[config.mk]
export PLATFORM = sky130hd
export DESIGN_NAME = pcie_symbol_framer_flat
export DESIGN_NICKNAME = d
export VERILOG_FILES = /design/src/rtl/pcie_symbol_framer_if.sv /design/src/rtl/pcie_symbol_framer.sv /design/src/flat_wrapper.sv
export SDC_FILE = /design/constraint.sdc
export NUM_CORES = 1
export LEC_CHECK = 0
export CAP_MARGIN = 40
export CORE_UTILIZATION = 49
export DETAILED_ROUTE_END_ITERATION = 8
export MAX_ROUTING_LAYER = met4
export PLACE_DENSITY = 0.84
export SLEW_MARGIN = 20
export SYNTH_ARGS = -nofsm -noshare
export SYNTH_HDL_FRONTEND = slang
export SYNTH_SLANG_ARGS = --single-unit
[constraint.sdc]
create_clock -name clk -period 9.5 [get_ports clk]
set_input_delay 1.9 -clock clk [delete_from_list [all_inputs] [get_ports clk]]
set_output_delay 1.9 -clock clk [all_outputs]
set_load 0.01 [all_outputs]
[src/rtl/pcie_symbol_framer_if.sv]
// Beat-level bus between lane deskew and the symbol framer.
// With FRAMER_STATS_EN defined the bus also carries the packet/error statistics counters.
interface pcie_symbol_framer_if #(
    parameter int LANES = 4,
    parameter int LEN_W = 12
);
    logic               valid_in;
    logic [LANES*8-1:0] data_in;
    logic               valid_out;
    logic [LANES*8-1:0] data_out;
    logic [LANES*4-1:0] code_out;
    logic [LANES-1:0]   pkt_dat;
    logic [LANES-1:0]   sop;
    logic [LANES-1:0]   eop;
    logic               pkt_done;
    logic               pkt_type;
    logic               pkt_good;
    logic [LEN_W-1:0]   pkt_len;
    logic               frame_err;
`ifdef FRAMER_STATS_EN
    logic [15:0]        cnt_good;
    logic [15:0]        cnt_null;
    logic [15:0]        cnt_err;

    modport master (
        output valid_in, data_in,
        input  valid_out, data_out, code_out, pkt_dat, sop, eop,
               pkt_done, pkt_type, pkt_good, pkt_len, frame_err,
               cnt_good, cnt_null, cnt_err
    );
    modport slave (
        input  valid_in, data_in,
        output valid_out, data_out, code_out, pkt_dat, sop, eop,
               pkt_done, pkt_type, pkt_good, pkt_len, frame_err,
               cnt_good, cnt_null, cnt_err
    );
`else
    modport master (
        output valid_in, data_in,
        input  valid_out, data_out, code_out, pkt_dat, sop, eop,
               pkt_done, pkt_type, pkt_good, pkt_len, frame_err
    );
    modport slave (
        input  valid_in, data_in,
        output valid_out, data_out, code_out, pkt_dat, sop, eop,
               pkt_done, pkt_type, pkt_good, pkt_len, frame_err
    );
`endif
endinterface

[src/rtl/pcie_symbol_framer.sv]
// Multi-lane PCIe special-symbol classifier and packet framer, one registered stage.
// Optional FRAMER_STATS_EN adds saturating good/nullified/error packet counters.
module pcie_symbol_framer #(
    parameter int LANES = 4,
    parameter int LEN_W = 12
) (
    input  logic                  clk,
    input  logic                  reset,
    pcie_symbol_framer_if.slave   bus
);
    localparam logic [3:0] C_DAT = 4'd0, C_COM = 4'd1, C_PAD = 4'd2, C_SKP = 4'd3,
                           C_STP = 4'd4, C_SDP = 4'd5, C_END = 4'd6, C_EDB = 4'd7,
                           C_FTS = 4'd8, C_IDL = 4'd9;

    typedef enum logic [1:0] {S_IDLE, S_TLP, S_DLLP} state_t;

    function automatic logic [3:0] classify(input logic [7:0] b);
        case (b)
            8'hBC:   classify = C_COM;
            8'hF7:   classify = C_PAD;
            8'h1C:   classify = C_SKP;
            8'hFB:   classify = C_STP;
            8'h5C:   classify = C_SDP;
            8'hFD:   classify = C_END;
            8'hFE:   classify = C_EDB;
            8'h3C:   classify = C_FTS;
            8'h7C:   classify = C_IDL;
            default: classify = C_DAT;
        endcase
    endfunction

    function automatic logic [LEN_W-1:0] sat_inc(input logic [LEN_W-1:0] v);
        sat_inc = (v == {LEN_W{1'b1}}) ? v : v + 1'b1;
    endfunction

    state_t             r_state, w_state_nxt;
    logic [LEN_W-1:0]   r_len, w_len_nxt;
    logic [LANES*4-1:0] w_code;
    logic [LANES-1:0]   w_pkt_dat, w_sop, w_eop;
    logic               w_done, w_type, w_good, w_err;
    logic [LEN_W-1:0]   w_len;

    logic               r_valid_p1, r_done_p1, r_type_p1, r_good_p1, r_err_p1;
    logic [LANES*8-1:0] r_data_p1;
    logic [LANES*4-1:0] r_code_p1;
    logic [LANES-1:0]   r_pkt_dat_p1, r_sop_p1, r_eop_p1;
    logic [LEN_W-1:0]   r_len_p1;

    always_ff @(posedge clk) begin
        if (reset) begin
            r_state <= S_IDLE;
            r_len   <= '0;
        end else begin
            r_state <= w_state_nxt;
            r_len   <= w_len_nxt;
        end
    end

    // Lane scan: state and length ripple from lane 0 upward within the beat.
    always_comb begin
        state_t           v_st;
        logic [LEN_W-1:0] v_len;
        logic [3:0]       v_c;
        w_state_nxt = r_state;
        w_len_nxt   = r_len;
        w_code      = '0;
        w_pkt_dat   = '0;
        w_sop       = '0;
        w_eop       = '0;
        w_done      = 1'b0;
        w_type      = 1'b0;
        w_good      = 1'b0;
        w_len       = '0;
        w_err       = 1'b0;
        v_st        = r_state;
        v_len       = r_len;
        for (int i = 0; i < LANES; i++) begin
            v_c = classify(bus.data_in[8*i +: 8]);
            w_code[4*i +: 4] = v_c;
            if (v_st == S_IDLE) begin
                if (v_c == C_STP || v_c == C_SDP) begin
                    v_st     = (v_c == C_STP) ? S_TLP : S_DLLP;
                    v_len    = '0;
                    w_sop[i] = 1'b1;
                end else if (v_c == C_END || v_c == C_EDB) begin
                    w_err = 1'b1;
                end
            end else begin
                if (v_c == C_DAT) begin
                    w_pkt_dat[i] = 1'b1;
                    v_len        = sat_inc(v_len);
                end else if (v_c == C_END || v_c == C_EDB) begin
                    w_eop[i] = 1'b1;
                    w_done   = 1'b1;
                    w_good   = (v_c == C_END);
                    w_type   = (v_st == S_DLLP);
                    w_len    = v_len;
                    v_st     = S_IDLE;
                end else if (v_c == C_STP || v_c == C_SDP) begin
                    // Abort the open packet and reopen on this lane.
                    w_err    = 1'b1;
                    w_sop[i] = 1'b1;
                    v_st     = (v_c == C_STP) ? S_TLP : S_DLLP;
                    v_len    = '0;
                end else begin
                    w_err = 1'b1;
                    v_st  = S_IDLE;
                end
            end
        end
        if (bus.valid_in) begin
            w_state_nxt = v_st;
            w_len_nxt   = v_len;
        end else begin
            w_code    = '0;
            w_pkt_dat = '0;
            w_sop     = '0;
            w_eop     = '0;
            w_done    = 1'b0;
            w_type    = 1'b0;
            w_good    = 1'b0;
            w_len     = '0;
            w_err     = 1'b0;
        end
    end

    // Output register stage (p1).
    always_ff @(posedge clk) begin
        if (reset) begin
            r_valid_p1   <= 1'b0;
            r_data_p1    <= '0;
            r_code_p1    <= '0;
            r_pkt_dat_p1 <= '0;
            r_sop_p1     <= '0;
            r_eop_p1     <= '0;
            r_done_p1    <= 1'b0;
            r_type_p1    <= 1'b0;
            r_good_p1    <= 1'b0;
            r_len_p1     <= '0;
            r_err_p1     <= 1'b0;
        end else begin
            r_valid_p1   <= bus.valid_in;
            r_data_p1    <= bus.data_in;
            r_code_p1    <= w_code;
            r_pkt_dat_p1 <= w_pkt_dat;
            r_sop_p1     <= w_sop;
            r_eop_p1     <= w_eop;
            r_done_p1    <= w_done;
            r_type_p1    <= w_type;
            r_good_p1    <= w_good;
            r_len_p1     <= w_len;
            r_err_p1     <= w_err;
        end
    end

    assign bus.valid_out = r_valid_p1;
    assign bus.data_out  = r_data_p1;
    assign bus.code_out  = r_code_p1;
    assign bus.pkt_dat   = r_pkt_dat_p1;
    assign bus.sop       = r_sop_p1;
    assign bus.eop       = r_eop_p1;
    assign bus.pkt_done  = r_done_p1;
    assign bus.pkt_type  = r_type_p1;
    assign bus.pkt_good  = r_good_p1;
    assign bus.pkt_len   = r_len_p1;
    assign bus.frame_err = r_err_p1;

`ifdef FRAMER_STATS_EN
    function automatic logic [15:0] sat16(input logic [15:0] v);
        sat16 = (v == 16'hFFFF) ? v : v + 16'd1;
    endfunction

    logic [15:0] r_cnt_good_p2, r_cnt_null_p2, r_cnt_err_p2;

    // Statistics stage (p2): counts the registered flags.
    always_ff @(posedge clk) begin
        if (reset) begin
            r_cnt_good_p2 <= '0;
            r_cnt_null_p2 <= '0;
            r_cnt_err_p2  <= '0;
        end else begin
            if (r_done_p1 && r_good_p1)  r_cnt_good_p2 <= sat16(r_cnt_good_p2);
            if (r_done_p1 && !r_good_p1) r_cnt_null_p2 <= sat16(r_cnt_null_p2);
            if (r_err_p1)                r_cnt_err_p2  <= sat16(r_cnt_err_p2);
        end
    end

    assign bus.cnt_good = r_cnt_good_p2;
    assign bus.cnt_null = r_cnt_null_p2;
    assign bus.cnt_err  = r_cnt_err_p2;
`endif
endmodule

[src/flat_wrapper.sv]
// flat-port wrapper written by rule: the top's interface ports become plain ports
module pcie_symbol_framer_flat 
#(
    parameter int LANES = 4,
    parameter int LEN_W = 12
)
  (clk, reset, bus_valid_in, bus_data_in, bus_valid_out, bus_data_out, bus_code_out, bus_pkt_dat, bus_sop, bus_eop, bus_pkt_done, bus_pkt_type, bus_pkt_good, bus_pkt_len, bus_frame_err);
  pcie_symbol_framer_if #(.LANES(LANES), .LEN_W(LEN_W)) bus_i ();
  input  logic clk;
  input  logic reset;
  input wire logic [$bits(bus_i.valid_in)-1:0] bus_valid_in;
  input wire logic [$bits(bus_i.data_in)-1:0] bus_data_in;
  output wire logic [$bits(bus_i.valid_out)-1:0] bus_valid_out;
  output wire logic [$bits(bus_i.data_out)-1:0] bus_data_out;
  output wire logic [$bits(bus_i.code_out)-1:0] bus_code_out;
  output wire logic [$bits(bus_i.pkt_dat)-1:0] bus_pkt_dat;
  output wire logic [$bits(bus_i.sop)-1:0] bus_sop;
  output wire logic [$bits(bus_i.eop)-1:0] bus_eop;
  output wire logic [$bits(bus_i.pkt_done)-1:0] bus_pkt_done;
  output wire logic [$bits(bus_i.pkt_type)-1:0] bus_pkt_type;
  output wire logic [$bits(bus_i.pkt_good)-1:0] bus_pkt_good;
  output wire logic [$bits(bus_i.pkt_len)-1:0] bus_pkt_len;
  output wire logic [$bits(bus_i.frame_err)-1:0] bus_frame_err;
  assign bus_i.valid_in = bus_valid_in;
  assign bus_i.data_in = bus_data_in;
  assign bus_valid_out = bus_i.valid_out;
  assign bus_data_out = bus_i.data_out;
  assign bus_code_out = bus_i.code_out;
  assign bus_pkt_dat = bus_i.pkt_dat;
  assign bus_sop = bus_i.sop;
  assign bus_eop = bus_i.eop;
  assign bus_pkt_done = bus_i.pkt_done;
  assign bus_pkt_type = bus_i.pkt_type;
  assign bus_pkt_good = bus_i.pkt_good;
  assign bus_pkt_len = bus_i.pkt_len;
  assign bus_frame_err = bus_i.frame_err;
  pcie_symbol_framer #(.LANES(LANES), .LEN_W(LEN_W)) u_core (.clk(clk), .reset(reset), .bus(bus_i));
endmodule
==> metrics.txt, run 1 <==
post-synth design cell area=6088 um^2; most numerous cell in the Yosys netlist=nor2_1; DRT antenna net count=0; row count=40; Final Setup Violations=0; synth cell count leaders=nor2_1 (101), dfxtp_1 (91), nand2_1 (74); Synth Flop Type=dfxtp_1; vias in the first global route=5979; status=complete, no violations; period utilization=92.21%; Max Slew Vio Count=0; CTS resizes=0; delay-heaviest family, CP=simple AND/OR/NAND/NOR gates; TNS Setup=0 ps; Placed Cells=1038; worst min path class=reg2reg; Final Util=62.87%; first-pass GRT wire length=31420 um; clock power share=35.1%; via count=6735; DRC violations left=0; max-cap viol count=0; Die Y=113.5 um; crit path buf inv count=2; cell taking the most area after synthesis=dfxtp_1; Pre-antenna DRT Iters=5; port buffer count=111; LEAKAGE=2.674 nW; relative slew slack=43.55%; setup slack at placement=515.9 ps; Die Wd=113.5 um; top post-synthesis cells by area=dfxtp_1 (30%), nor2_1 (6.2%), nand2_1 (4.6%), a21oi_1 (4.5%), nand3_1 (3.0%); register area=1822 um^2; CTS root buf=clkbuf_16; Placer Congestion=1.018; post-synth top area share=29.92%; Psw=0.2941 mW; post-DP HPWL=15310 um; ant diodes=0; crit path time final=8760 ps; initial antenna violation count=0; final hold vios=0; RSZ-0062 raised after global routing=no; internal cell power=0.6613 mW; Multi-input gate area=3981 um^2; nets=921; cts bufs inserted=9; Slew @ Worst Pin=835.8 ps; Initial Util=50.48%; post-detailed-route via-to-cell ratio=6.390; Mapped Nets=828; Setup CP Type=in2reg; Clock Skew=6.840 ps; Mean Syn Cell Area=7.717 um^2; total power=0.9554 mW; filler instances=1058; cts hold-fix bufs=0; total track usage=32.11%; EDFF count, synth=0; routed len/inst=19.31 um; layout cell share with drive strength beyond 1=9.255%; Crit. End Element=flop; Yosys reg bits=91; Detailed Route WL=20360 um; CP required=9750 ps; die area=12880 um^2; CP arrival=9010 ps; fin cells=1054; asr flop ratio synth=0%; Sink Count=91; crit path max fanout=9; Initial DRC Count=1004; Clock Path Buffers=2; CTS H-tree depth=3; pwr dens=126.0 nW/um^2; synthesized netlist cell count=789; Core ar.=12060 um^2; Distinct cells, synth=105; CP max-delay cell=clkdlybuf4s50_1; Skew-Pair Late Insertion Delay=350 ps; combinational power share=22.1%; sequential share of the synthesized area=29.92%; postcts setup bufs=0; Max IR drop VDD=0.00008893 V; Clock Pin Slew Worst Setup and Hold Paths=70 ps; CTS tree=yes; Net Sw Frac=30.78%; IO Count=112; largest net degree at the start of global routing=44; max incr delay on CP=640 ps; Sequential Power Share=42.8%; grt total ovfl=0; PnR worst setup slack=740.5 ps; CP Launch Type=input port; synth-to-layout area growth=24.56%; synth warn=0; Max Freq=114.2 MHz
-- through the flow --
step	area, um^2	hold WS (ps)
finish	7584	580.7
global route	7584	600.7
CTS	7579	577.6
detailed placement	7301	568.8
global placement	7278	550.5
floorplan	6088	494.7
-- worst register-to-register path: cells and delay by family, from the launching register on --
| family | cells | cell delay (ps) |
|---|---|---|
| muxes | 1 | 130 |
| adders and majority gates | 4 | 1180 |
| buffers and inverters | 1 | 60 |
| DFF | 1 | 410 |
| AOI/OAI and AO/OA | 7 | 2440 |
| and+or+nand+nor | 15 | 2830 |
-- per-layer routing --
| layer | share of wire, % | vias to the layer above | GRT usage, % |
|---|---|---|---|
| li1 | - | 3139 | - |
| met2 | 45 | 430 | 49.35 |
| met3 | 9.9 | 71 | 8.236 |
| met1 | 42 | 3095 | 40.16 |
| met4 | 3.3 | 0 | 12.98 |
| met5 | 0 | - | - |
-- cells in the final DEF, fill, tap and decap left out, drive strengths merged, types with 8 or more instances in the layout --
cell type	Yosys	layout
nand2b	8	8
o31ai	10	10
and3	14	14
dfxtp	91	91
buf	16	16
nor2	105	105
clkdlybuf4s50	0	111
nor4	14	14
nand4	17	17
and2	13	13
a21oi	56	56
a31oi	13	13
clkbuf	29	10
nand3	38	38
xnor2	9	9
inv	17	18
a22oi	11	11
nor3	30	30
a211oi	19	19
nor2b	27	27
nand2	77	77
mux2i	9	9
o211ai	12	12
o21ai	26	26
-- power by group through the flow --
stage	registers, mW	clock network, mW	logic, mW
after detailed placement	0.416	0	0.205
after CTS	0.408	0.339	0.207
final	0.408	0.336	0.211
after global routing	0.409	0.353	0.228
after global placement	0.416	0	0.205
after floorplan	0.413	0	0.130
-- kinds of logic after synthesis --
logic type               Yosys count  share of synthesized area (%)
AO/OA/AOI/OAI                    226                          27.79
AND/OR/NAND/NOR                  380                          32.72
flip-flops                        91                          29.92
adder cells (fa/ha/maj)            5                         0.9865
buffers and inverters             62                          4.685
multiplexers                      12                          2.035
XOR/XNOR                          13                          1.870
-- final timing paths --
| path | startpoint | endpoint | slack (ps) | cells after the start |
|---|---|---|---|---|
| worst max register to register | u_core.r_len[0]$_SDFFE_PP0P_ | u_core.r_len[1]$_SDFFE_PP0P_ | 2350 | 28 |
| worst min register to register | u_core.r_state[0]$_SDFFE_PP0P_ | u_core.r_state[0]$_SDFFE_PP0P_ | 580 | 2 |
| worst min-delay path | u_core.r_state[0]$_SDFFE_PP0P_ | u_core.r_state[0]$_SDFFE_PP0P_ | 580 | 2 |
| worst max-delay path | bus_data_in[1] | u_core.r_len[1]$_SDFFE_PP0P_ | 740 | 27 |
-- sequential cells by signal, indices dropped and copies added, names as in the netlist --
register              cells
u_core.r_state            2
u_core.bus.pkt_good       1
u_core.bus.pkt_done       1
u_core.bus.valid_out      1
u_core.bus.sop            4
u_core.bus.data_out      32
u_core.bus.eop            4
u_core.r_len             12
u_core.bus.code_out      16
u_core.bus.pkt_len       12
u_core.bus.pkt_dat        4
u_core.bus.pkt_type       1
u_core.bus.frame_err      1
-- area by class of cell --
type	count	area share, %
repair buffers	127	16.20
clock buffers	10	3.151
inverters	17	0.8414
flip-flops and latches	91	24.02
multi-input cells	636	52.50
clock inverters	5	0.5115
well taps	168	2.772
No activity file was read; power rests on OpenSTA's default activity.
==> inputs of run 2 (changes only) <==
CORE_MARGIN = 3   (was default)
CTS_CLUSTER_DIAMETER = 200   (was default)
SLEW_MARGIN = default   (was 20)
==> run 2 against run 1 <==
  * Global-route usage is 3.0 points lower
  * Final area hardly changed
  * Die area is 7.2% higher
  * Register-to-register slack better by 30 ps
  * Sequential power hardly changed
  * Sequential cell count stayed put
  * Critical path type unchanged
  * Sequential share of layout area hardly changed
  * Clock-buffer cell count stayed put
==> metrics.txt, run 2 (synthesis results as in run 1) <==
crit path max fanout=9 (unchanged); DRT antenna net count=0 (unchanged); post-DP HPWL=14890 um (was 15310 um); port buffer count=111 (unchanged); largest net degree at the start of global routing=44 (unchanged); Setup CP Type=in2reg (unchanged); Core ar.=12060 um^2 (unchanged); IO Count=112 (unchanged); commonest non-fill, non-tap cell in the layout=clkdlybuf4s50_1 (unchanged); period utilization=91.72% (was 92.21%); DRC violations left=0 (unchanged); CP max-delay cell=clkdlybuf4s50_1 (unchanged); via count=6831 (was 6735); Initial DRC Count=1069 (was 1004); synth-to-layout area growth=24.66% (was 24.56%); reg2reg start=u_core.r_len[0]$_SDFFE_PP0P_ (unchanged); register area=1822 um^2 (unchanged); CTS H-tree depth=3 (unchanged); Skew-Pair Late Insertion Delay=350 ps (about the same); most frequent cells in the layout=clkdlybuf4s50_1 (111), nor2_1 (101), dfxtp_1 (91) (unchanged); post-detailed-route via-to-cell ratio=6.493 (was 6.390); Clock Pin Slew Worst Setup and Hold Paths=70 ps (about the same); crit path time final=8713 ps (was 8760 ps); die area=13800 um^2 (was 12880 um^2); Max IR drop VDD=0.00008489 V (was 0.00008893 V); TNS Setup=0 ps (unchanged); Reg2Reg Capture Point=u_core.r_len[3]$_SDFFE_PP0P_ (was u_core.r_len[1]$_SDFFE_PP0P_); Initial Util=50.48% (unchanged); CTS root buf=clkbuf_16 (unchanged); cell depth of the worst flop-to-flop path=28 (unchanged); postcts setup bufs=0 (unchanged); LEAKAGE=2.675 nW (was 2.674 nW); first-pass GRT wire length=32240 um (was 31420 um); Placer Congestion=1.042 (was 1.018); fin area=7590 um^2 (was 7584 um^2); Max Slew Vio Count=0 (unchanged); Max Freq=114.8 MHz (was 114.2 MHz); WHS Endpoint=u_core.r_state[1]$_SDFFE_PP0P_ (was u_core.r_state[0]$_SDFFE_PP0P_); relative slew slack=43.76% (was 43.55%); Pre-antenna DRT Iters=6 (was 5); CP arrival=8970 ps (was 9010 ps); reg-to-reg setup timing slack=2380 ps (was 2350 ps); pwr dens=129.2 nW/um^2 (was 126.0 nW/um^2); hold depth=2 (unchanged); max incr delay on CP=640 ps (about the same); Multi-input gate area=3981 um^2 (unchanged); routed len/inst=19.27 um (was 19.31 um); row count=40 (unchanged); vias in the first global route=6312 (was 5979); initial antenna violation count=0 (unchanged); layout cell share with drive strength beyond 1=8.937% (was 9.255%); grt total ovfl=0 (unchanged); Clock Path Buffers=2 (unchanged); worst min path class=reg2reg (unchanged); max-cap viol count=0 (unchanged); cts hold-fix bufs=0 (unchanged); filler instances=1081 (was 1058); Die Y=117.5 um (was 113.5 um); origin of the worst min-delay path=u_core.r_state[1]$_SDFFE_PP0P_ (was u_core.r_state[0]$_SDFFE_PP0P_); Final Setup Violations=0 (unchanged); nets=918 (was 921); Detailed Route WL=20280 um (was 20360 um); CTS resizes=0 (unchanged); final hold vios=0 (unchanged); CP required=9760 ps (was 9750 ps); max reg flops=32 (unchanged); CTS tree=yes (unchanged); cts bufs inserted=9 (unchanged); Clock Skew=5.559 ps (was 6.840 ps); total track usage=29.16% (was 32.11%); status=complete, no violations (unchanged); RSZ-0062 raised after global routing=no (unchanged); Crit. End Element=flop (unchanged); Slew @ Worst Pin=840.4 ps (was 835.8 ps); ant diodes=0 (unchanged); Sink Count=91 (unchanged); CP Launch Type=input port (unchanged); area post-placement=7289 um^2 (was 7301 um^2); Die Wd=117.5 um (was 113.5 um)
[run 2: cell types whose count changed in the layout (fill, tap and decap cells not counted), sizes merged]
cell | before | now
clkinvlp | 4 | 2
buf | 16 | 13
clkinv | 0 | 1
inv | 18 | 19
bufinv | 0 | 1
[run 2: routing by layer]
layer	vias up	GRT usage, %	share of wire, %
met5	-	-	0
li1	3132	-	-
met1	3175	36.62	40
met3	77	6.391	10
met4	0	11.87	3.5
met2	447	45.85	46
[run 2: power breakdown]
| group | leakage (nW) | switching, mW | internal [mW] |
|---|---|---|---|
| combinational | 1.79 | 0.126 | 0.0827 |
| clock | 0.140 | 0.157 | 0.206 |
| sequential | 0.744 | 0.0142 | 0.394 |
| total | 2.68 | 0.297 | 0.683 |
[run 2: worst max-delay path by stage]
stage | end | slack, ps | depth (start not counted) | startpoint
detailed placement | u_core.r_len[3]$_SDFFE_PP0P_ | 500 | 27 | bus_data_in[1]
global placement | u_core.r_len[3]$_SDFFE_PP0P_ | 850 | 27 | bus_data_in[1]
finish | u_core.r_len[3]$_SDFFE_PP0P_ | 790 | 27 | bus_data_in[1]
global route | u_core.r_len[3]$_SDFFE_PP0P_ | 90 | 27 | bus_data_in[1]
CTS | u_core.r_len[3]$_SDFFE_PP0P_ | 820 | 27 | bus_data_in[1]
floorplan | u_core.r_len[3]$_SDFFE_PP0P_ | 1610 | 28 | bus_data_in[1]
[run 2: cell type report]
cell class | instances | share of cell area [%]
clock inverters | 6 | 0.9397
multi-input cells | 636 | 52.46
inverters | 17 | 0.8408
clock buffers | 10 | 3.017
repair buffers | 124 | 15.97
well taps | 168 | 2.770
flip-flops and latches | 91 | 24.00
[run 2: through the flow]
step | total power [mW] | worst slack, ps | cells | hold WS [ps] | util (%)
floorplan | 0.5433 | 1605 | 789 | 494.7 | -
global placement | 0.6162 | 853.4 | 1035 | 552.4 | 60.34
detailed placement | 0.6179 | 496.8 | 1036 | 577.3 | 60.44
CTS | 0.9777 | 819.9 | 1052 | 586.2 | 62.93
global route | 1.019 | 91.93 | 1052 | 600.9 | 62.93
finish | 0.9804 | 787.0 | 1052 | 593.4 | 62.93
[run 2: worst max-delay path, delay by kind of cell]
family                   cells  cell delay [ps]
AO/OA/AOI/OAI                8             2530
multiplexers                 1              420
AND/OR/NAND/NOR             13             2480
adder cells (fa/ha/maj)      3              920
buffers and inverters        2              720
